===== src/rtl/xdma_write_arbiter.sv =====
// Burst-locked round-robin arbiter merging NumReq write-only reqrsp requesters onto one port.
// Optional per-requester beat/burst counters are enabled by defining XDMA_WRITE_ARB_STATS_EN.
module xdma_write_arbiter #(
    parameter int unsigned NumReq    = 2,
    parameter int unsigned AddrWidth = 48,
    parameter int unsigned DataWidth = 512,
    parameter int unsigned IdxWidth  = $clog2(NumReq)
) (
    input  logic                          clk_i,
    input  logic                          rst_i,
    input  logic [NumReq-1:0]             in_q_valid_i,
    output logic [NumReq-1:0]             in_q_ready_o,
    input  logic [NumReq*AddrWidth-1:0]   in_addr_i,
    input  logic [NumReq*DataWidth-1:0]   in_data_i,
    input  logic [NumReq*DataWidth/8-1:0] in_strb_i,
    input  logic [NumReq*3-1:0]           in_size_i,
    input  logic [NumReq-1:0]             in_last_i,
    output logic                          out_q_valid_o,
    input  logic                          out_q_ready_i,
    output logic [AddrWidth-1:0]          out_addr_o,
    output logic [DataWidth-1:0]          out_data_o,
    output logic [DataWidth/8-1:0]        out_strb_o,
    output logic [2:0]                    out_size_o,
    output logic                          out_write_o,
    output logic                          out_p_ready_o,
    output logic [IdxWidth-1:0]           grant_idx_o,
    output logic                          busy_o
`ifdef XDMA_WRITE_ARB_STATS_EN
    ,
    output logic [NumReq*32-1:0]          beat_cnt_o,
    output logic [NumReq*32-1:0]          burst_cnt_o
`endif
);

    localparam int unsigned StrbWidth = DataWidth / 8;

    localparam logic [0:0] StIdle   = 1'b0;
    localparam logic [0:0] StLocked = 1'b1;

    logic [0:0]          state_q;
    logic [IdxWidth-1:0] owner_q;
    logic [IdxWidth-1:0] rr_ptr_q;

    logic [IdxWidth-1:0] winner;
    logic                winner_found;
    logic [IdxWidth:0]   cand_w;
    logic [IdxWidth-1:0] sel;
    logic                sel_valid;
    logic                sel_last;
    logic                accept;

    // Explicit wrap keeps the pointer legal when NumReq is not a power of two.
    function automatic logic [IdxWidth-1:0] rr_next(input logic [IdxWidth-1:0] idx);
        if (idx == IdxWidth'(NumReq - 1)) begin
            return '0;
        end
        return idx + IdxWidth'(1);
    endfunction

    always_comb begin
        winner       = '0;
        winner_found = 1'b0;
        cand_w       = '0;
        for (int i = 0; i < NumReq; i++) begin
            cand_w = {1'b0, rr_ptr_q} + (IdxWidth + 1)'(i);
            if (cand_w >= (IdxWidth + 1)'(NumReq)) begin
                cand_w = cand_w - (IdxWidth + 1)'(NumReq);
            end
            if (!winner_found && in_q_valid_i[cand_w[IdxWidth-1:0]]) begin
                winner       = cand_w[IdxWidth-1:0];
                winner_found = 1'b1;
            end
        end
    end

    always_comb begin
        if (state_q == StLocked) begin
            sel       = owner_q;
            sel_valid = in_q_valid_i[owner_q];
        end else begin
            sel       = winner;
            sel_valid = winner_found;
        end
        sel_last = in_last_i[sel];
        accept   = sel_valid & out_q_ready_i;

        in_q_ready_o      = '0;
        in_q_ready_o[sel] = accept;
    end

    assign out_q_valid_o = sel_valid;
    assign out_addr_o    = in_addr_i[sel*AddrWidth +: AddrWidth];
    assign out_data_o    = in_data_i[sel*DataWidth +: DataWidth];
    assign out_strb_o    = in_strb_i[sel*StrbWidth +: StrbWidth];
    assign out_size_o    = in_size_i[sel*3 +: 3];
    assign out_write_o   = 1'b1;
    assign out_p_ready_o = 1'b1;
    assign grant_idx_o   = sel_valid ? sel : '0;
    assign busy_o        = (|in_q_valid_i) | (state_q == StLocked);

    // Pointer moves only when a burst completes, so a stalled grant keeps its priority.
    always_ff @(posedge clk_i) begin
        if (rst_i) begin
            state_q  <= StIdle;
            owner_q  <= '0;
            rr_ptr_q <= '0;
        end else if (accept) begin
            if (state_q == StIdle) begin
                if (sel_last) begin
                    rr_ptr_q <= rr_next(winner);
                end else begin
                    state_q <= StLocked;
                    owner_q <= winner;
                end
            end else if (sel_last) begin
                state_q  <= StIdle;
                rr_ptr_q <= rr_next(owner_q);
            end
        end
    end

`ifdef XDMA_WRITE_ARB_STATS_EN
    function automatic logic [31:0] sat_inc(input logic [31:0] cnt);
        return (cnt == 32'hFFFF_FFFF) ? cnt : cnt + 32'd1;
    endfunction

    for (genvar g = 0; g < NumReq; g++) begin : g_stats
        logic [31:0] beat_q;
        logic [31:0] burst_q;
        logic        fire;

        assign fire = in_q_valid_i[g] & in_q_ready_o[g];

        always_ff @(posedge clk_i) begin
            if (rst_i) begin
                beat_q  <= '0;
                burst_q <= '0;
            end else if (fire) begin
                beat_q <= sat_inc(beat_q);
                if (in_last_i[g]) begin
                    burst_q <= sat_inc(burst_q);
                end
            end
        end

        assign beat_cnt_o[g*32 +: 32]  = beat_q;
        assign burst_cnt_o[g*32 +: 32] = burst_q;
    end
`endif

endmodule

===== config.mk =====
export PLATFORM = sky130hd
export DESIGN_NAME = xdma_write_arbiter
export DESIGN_NICKNAME = d
export VERILOG_FILES = /design/src/rtl/xdma_write_arbiter.sv
export SDC_FILE = /design/constraint.sdc
export NUM_CORES = 1
export LEC_CHECK = 0
export BUFFER_PORTS_ARGS = -buffer_cell sky130_fd_sc_hd__buf_2
export CAP_MARGIN = 0
export CELL_PAD_IN_SITES_DETAIL_PLACEMENT = 0
export CELL_PAD_IN_SITES_GLOBAL_PLACEMENT = 1
export CORE_AREA = 4 4 735 737
export CTS_CLUSTER_DIAMETER = 150
export DETAILED_ROUTE_END_ITERATION = 12
export DIE_AREA = 0 0 739 741
export GPL_TIMING_DRIVEN = 0
export PLACE_DENSITY_LB_ADDON = 0.1
export SYNTH_ARGS = -nofsm -noshare
export SYNTH_HDL_FRONTEND = slang
export SYNTH_SLANG_ARGS = --single-unit

===== constraint.sdc =====
create_clock -name clk_i -period 2.6 [get_ports clk_i]
set_input_delay 0.78 -clock clk_i [delete_from_list [all_inputs] [get_ports clk_i]]
set_output_delay 0.78 -clock clk_i [all_outputs]
set_load 0.05 [all_outputs]

==> After elaboration in Yosys (flattened, before gate mapping) <==
Cells that the tools add are included.
{ "totals": {"inputBits": 1261, "output_inout_bits": 634, "wordCells": 69, "ff_bits": 3} }
{ "op_classes": {"bitwise": 5, "n_shift": 4, "n_lt_le_gt_ge": 7, "n_mul": 2, "n_mux": 37, "add_sub_neg": 5, "reduce_logical": 6} }
{ "op_table": {"columns": ["cell", "count"], "rows": [
  ["$shiftx A1024 B11 Y512", 1],
  ["$shiftx A128 B8 Y64", 1],
  ["$shiftx A96 B8 Y48", 1],
  ["$mux W1", 36],
  ["$lt A1 B2 Y1 const B", 4],
  ["$mul A1 B2 Y3 const B", 2],
  ["$shiftx A6 B4 Y3", 1],
  ["$reduce_and A3 Y1", 1],
  ["$add A1 B1 Y1 const B", 2],
  ["$add A1 B1 Y2 const B", 1],
  ["$and A2 B2 Y2", 1],
  ["$ge A1 B2 Y1 const B", 1],
  ["$ge A2 B2 Y1 const B", 1],
  ["$logic_and A1 B1 Y1", 2],
  ["$not A1 Y1", 2],
  ["$reduce_and A2 Y1", 1],
  ["$reduce_or A2 Y1", 1],
  ["$sub A1 B1 Y1 const B", 2],
  ["$and A1 B1 Y1", 1],
  ["$demux W1 S1", 1],
  ["$ge A1 B1 Y1 const B", 1],
  ["$logic_not A1 Y1", 1],
  ["$or A1 B1 Y1", 1]
]} }

==> Depth between registers and ports, before layout <==
{ "logic_depth": {"word_depth": 18, "mapped_depth": 7, "depth_no_buf": 4} }

==> Worst setup path after synthesis <==
No wires, ideal clock.
{ "synth_timing": {"path_type": "input to output", "start": "input in_q_valid_i[1]", "end": "output in_q_ready_o[0]", "path_slack_ns": -0.790, "cell_stages": 4, "n_path_buf": 0, "arrival_time_ns": 2.610, "required_ns": 1.820, "path_cell_list": "mux2i_1 -> a21oi_1 -> nand2_1 -> nor2_1"} }
{ "synth_via": {"elab_cells_between_ends": 21, "classes_between": "order compare: 2; mux: 14; bitwise: 2; reduce/logical: 3"} }
{ "synth_lines": {"columns": ["item", "line", "text"], "rows": [
  ["from (decl)", "11", "input logic [NumReq-1:0] in_q_valid_i,"],
  ["$mux W1 (not written as such) (2 in series)", "69", "if (!winner_found && in_q_valid_i[cand_w[IdxWidth-1:0]]) begin"],
  ["$mux W1", "69", null],
  ["$logic_not A1 Y1", "69", null],
  ["$logic_and A1 B1 Y1", "69", null],
  ["$mux W1", "69", null],
  ["$mux W1 (*)", "77", "if (state_q == StLocked) begin"],
  ["named net out_q_valid_o", "18", "output logic out_q_valid_o,"],
  ["$and A1 B1 Y1 (*)", "85", "accept = sel_valid & out_q_ready_i;"],
  ["$and A2 B2 Y2 (no line) (*)", null, null],
  ["to (decl)", "12", "output logic [NumReq-1:0] in_q_ready_o,"]
]} }
Mark *: on every way through the listed nets, which the timed path passes. The rest lies on a longest branch. The select of a mux whose other input is x is not followed.

==> Worst setup path in the final report <==
{ "layout_timing": {"start": "input in_q_valid_i[0]", "end": "output out_data_o[232]"} }
{ "layout_via": {"elab_chain_len": 8, "elab_cells_between_ends": 11, "classes_between": "shift: 1; mux: 8; reduce/logical: 2"} }
{ "layout_lines": {"columns": ["item", "line", "text"], "rows": [
  ["$mux W1 (not written as such) (2 in series)", "69", null],
  ["$mux W1", "69", null],
  ["$logic_not A1 Y1", "69", null],
  ["$logic_and A1 B1 Y1", "69", null],
  ["$mux W1 (*)", "69", null],
  ["$mux W1 (*)", "77", null],
  ["$shiftx A1024 B11 Y512 (*)", "93", "assign out_data_o = in_data_i[sel*DataWidth +: DataWidth];"],
  ["to (decl)", "21", "output logic [DataWidth-1:0] out_data_o,"]
]} }
Every way passes the cells marked *; elsewhere a longest branch is shown, timed or not. The select of a mux whose other input is x is not followed.

==> summary.md <==
| Metric | Value |
|---|---|
| Result of the run | `finished, violations left` |
| Failing checks | `setup timing` |
| Fraction of synthesized cell area taken by the top area cell type | `0.880` |
| H-Tree Depth | `1` |
| Crit Reg-Reg Startpoint | `state_q$_SDFFE_PP0P_` |
| Sum of net half-perimeters after detailed placement | `331 mm` |
| Transition time of the tightest slew-check pin | `0.610 ns` |
| Clock tree from TritonCTS | `built` |
| Post-detailed-route via-to-cell ratio | `2.09` |
| Setup slack at placement | `-2.88 ns` |
| Count of buffers from port buffering | `about 1900` |
| CTS Buffer Depth | `2` |
| Worst r2r dst | `owner_q$_SDFFE_PP0P_` |
| Fillers | `63400` |
| Critical path's largest stage delay | `0.23 ns` |
| # DRC | `0` |
| Total core area | `~530000 µm²` |
| Mean routed wirelength per cell | `31.4 µm` |
| CP endpoint kind | `primary output` |
| Number of buffers created by CTS | `3` |
| Layout overhead on the synthesized area | `349%` |
| Final setup violation count | `631` |
| Clock period minus final worst setup slack | `3.38 ns` |
| Largest area contributor in the netlist | `nand2_1` |
| TritonCTS Sinks | `3` |
| Final number of hold-violating endpoints | `0` |
| Chip height | `741 µm` |
| Slack of the worst reg-to-reg path | `0.66 ns` |
| Static leakage | `16.4 nW` |
| Top fanout value on the critical path | `10` |
| CTS hold repair buffers | `0` |
| Category of the critical setup timing path | `in -> out` |
| Root Driver | `clkbuf_16` |
| Sequential-to-total area share from yosys stat | `0.00748` |
| Initial Util | `0.0151` |
| Synthesis-stage register bit count | `3` |
| Via count of the first global-routing pass | `24300` |
| Core utilization of the finished layout | `0.0677` |
| Wirelength, routed | `347 mm` |
| First-pass GRT wire length | `about 400 mm` |
| Aggregate global routing overflow | `0` |
| Power density over the cells | `408 nW/µm²` |
| Overall routing resource usage | `0.121` |
| Fmax | `about 300 MHz` |
| Count of synthesis-stage warnings from yosys | `0` |
| Setup repair after global routing missed its margin | `true` |
| Cell-by-cell listing of the critical path | `buf_8 -> and2b_2 -> o21ai_4 -> buf_12 -> buf_16 -> buf_12 -> buf_6 -> nand2_2 -> nand2_4 -> buf_4` |
| Total negative setup slack | `-403.51 ns` |
| Number of nets in the layout | `5241` |
| Dominant cell type by count on the critical path | `buf_12` |
| Routability Congestion | `approximately 0.89` |
| Crit path launch type | `input pin` |
| Worst Reg-to-Reg Cells | `5` |
| Die Outline Area | `548000 µm²` |
| Pin count of the biggest net entering global routing | `12` |
| Die X-Extent | `approximately 740 µm` |
| Capture point of the worst path | `out_data_o[232]` |
| Crit. Startpoint | `in_q_valid_i[0]` |
| Share of post-route cells with drive strength above 1 | `0.700` |
| Number of ports placed on the die boundary | `1895` |
| Portion of the clock cycle consumed by the worst path in the final layout | `1.30` |
| Unique masters post-synth | `23` |
| Overall via count from detail_route | `23100` |
| Row count | `268` |
| Final count of pins violating max slew | `0` |
| Count of max-cap constraint violations | `0` |
| Highest-delay cell along the critical path | `and2b_2` |
| Post-synthesis instance area | `8030 µm²` |
| Number of iterations in the first detailed-routing pass | `5` |
| Initial drt markers | `929` |
| Data required time of the critical path | `1.82 ns` |
| Worst Path Arrival | `2.60 ns` |
| Maximum resistive drop on vdd | `0.187 mV` |
| Dominant cells by area after synthesis | `nand2_1 (88%), buf_2 (7.9%), buf_4 (1.1%)` |
| Mapped Cells | `2054` |
| Initial antenna violation count | `410` |
| Number of nets with antenna violations after routing | `0` |
| Most common cell after layout, fill and taps aside | `buf_2` |
| Clock slew at reported path FFs | `0.03 ns` |
| Skew-Pair Late Insertion Delay | `~0.22 ns` |
| Fin worst setup slack | `-0.778 ns` |
| Clock Skew | `0.00187 ns` |
| Highest-count cells in the layout ignoring fill and taps | `buf_2 (1337), nand2_1 (1170), nand2_4 (639), buf_4 (323), buf_6 (211)` |
| Path category of the worst min-delay check | `reg -> reg` |
| Headroom to the max-slew limit | `0.596` |
| Mapped Avg Cell Area | `around 3.9 µm²` |
worst max-delay path, delay by kind of cell:
family,cells,cell delay [ns]
simple gates,3,0.54
buf+inv,6,1.01
compound gates,1,0.20
how the worst min path moves through the flow:
stage                          start                    end  slack [ns]  cells after the start
3_5_place_dp   rr_ptr_q$_SDFFE_PP0P_  rr_ptr_q$_SDFFE_PP0P_        0.56                      3
6_report       rr_ptr_q$_SDFFE_PP0P_  rr_ptr_q$_SDFFE_PP0P_        0.57                      3
3_3_place_gp   rr_ptr_q$_SDFFE_PP0P_  rr_ptr_q$_SDFFE_PP0P_        0.57                      3
4_1_cts        rr_ptr_q$_SDFFE_PP0P_  rr_ptr_q$_SDFFE_PP0P_        0.56                      3
2_1_floorplan  rr_ptr_q$_SDFFE_PP0P_  rr_ptr_q$_SDFFE_PP0P_        0.52                      3
5_1_grt        rr_ptr_q$_SDFFE_PP0P_  rr_ptr_q$_SDFFE_PP0P_        0.60                      3
report_power, final:
group	switching, mW	internal, mW
Clock	0.0397	0.202
Sequential	0.00462	0.0496
Combinational	10.4	3.96
Total	10.5	4.21
repair_timing:
| item | CTS | global route |
|---|---|---|
| pin swaps | 19 | 15 |
| gates cloned | 5 | 3 |
| resized for setup | 1037 | 392 |
| buffers inserted | 12 | 6 |
| setup endpoints to repair | 633 | 631 |
area by class of cell:
type                            count  area, µm²  area share
Inverter                            2       7.51    0.000208
Timing Repair Buffer             1920      12900       0.358
Multi-Input combinational cell   1909      12300       0.341
Tap cell                         7020       8780       0.244
Antenna cell                       48        120     0.00333
Clock buffer                        4       78.8     0.00219
Buffer                            141       1780      0.0494
Sequential cell                     3       60.1     0.00167
per-layer routing:
metal,wire length [µm],track usage
met4,7980,0.0112
met2,155000,0.200
met1,121000,0.121
met5,861,0
met3,61400,0.101
cell families after synthesis:
| kind of cell | count (synthesis) | synth area share |
|---|---|---|
| flip-flops | 3 | 0.00748 |
| multiplexers | 2 | 0.00265 |
| buffers and inverters | 143 | 0.0922 |
| AO/OA/AOI/OAI | 12 | 0.0101 |
| other | 1 | 0.000467 |
| AND/OR/NAND/NOR | 1893 | 0.887 |
synth_stat cells:
master,number
buf_4,12
and2b_1,1
o21ai_0,2
o31ai_1,1
inv_1,2
mux2i_1,1
a21oi_1,3
conb_1,1
nand2_1,1883
o21ai_2,1
a311o_1,1
dfxtp_1,3
nor2b_1,1
or3_1,1
nor2_1,3
clkbuf_1,2
nor3b_1,2
o21a_1,1
o211ai_1,3
mux2_2,1
and2_1,1
nand2b_1,1
buf_2,127
through the flow:
step / hold WS [ns] / instances / area [µm²] / power [mW]
4_1_cts: 0.562 / 11000 / 34500 / 14.8
3_5_place_dp: 0.558 / 11000 / 31000 / 13.2
3_3_place_gp: 0.572 / 11000 / 30900 / 13.2
6_report: 0.570 / 11000 / 36100 / 14.7
5_1_grt: 0.601 / 11000 / 36000 / 15.8
2_1_floorplan: 0.520 / 2055 / 12700 / 6.65
registers in the layout, indices dropped and copies added, names as in the netlist:
name and cells:
owner_q 1, state_q 1, rr_ptr_q 1
No activity file was read; power rests on OpenSTA's default activity.
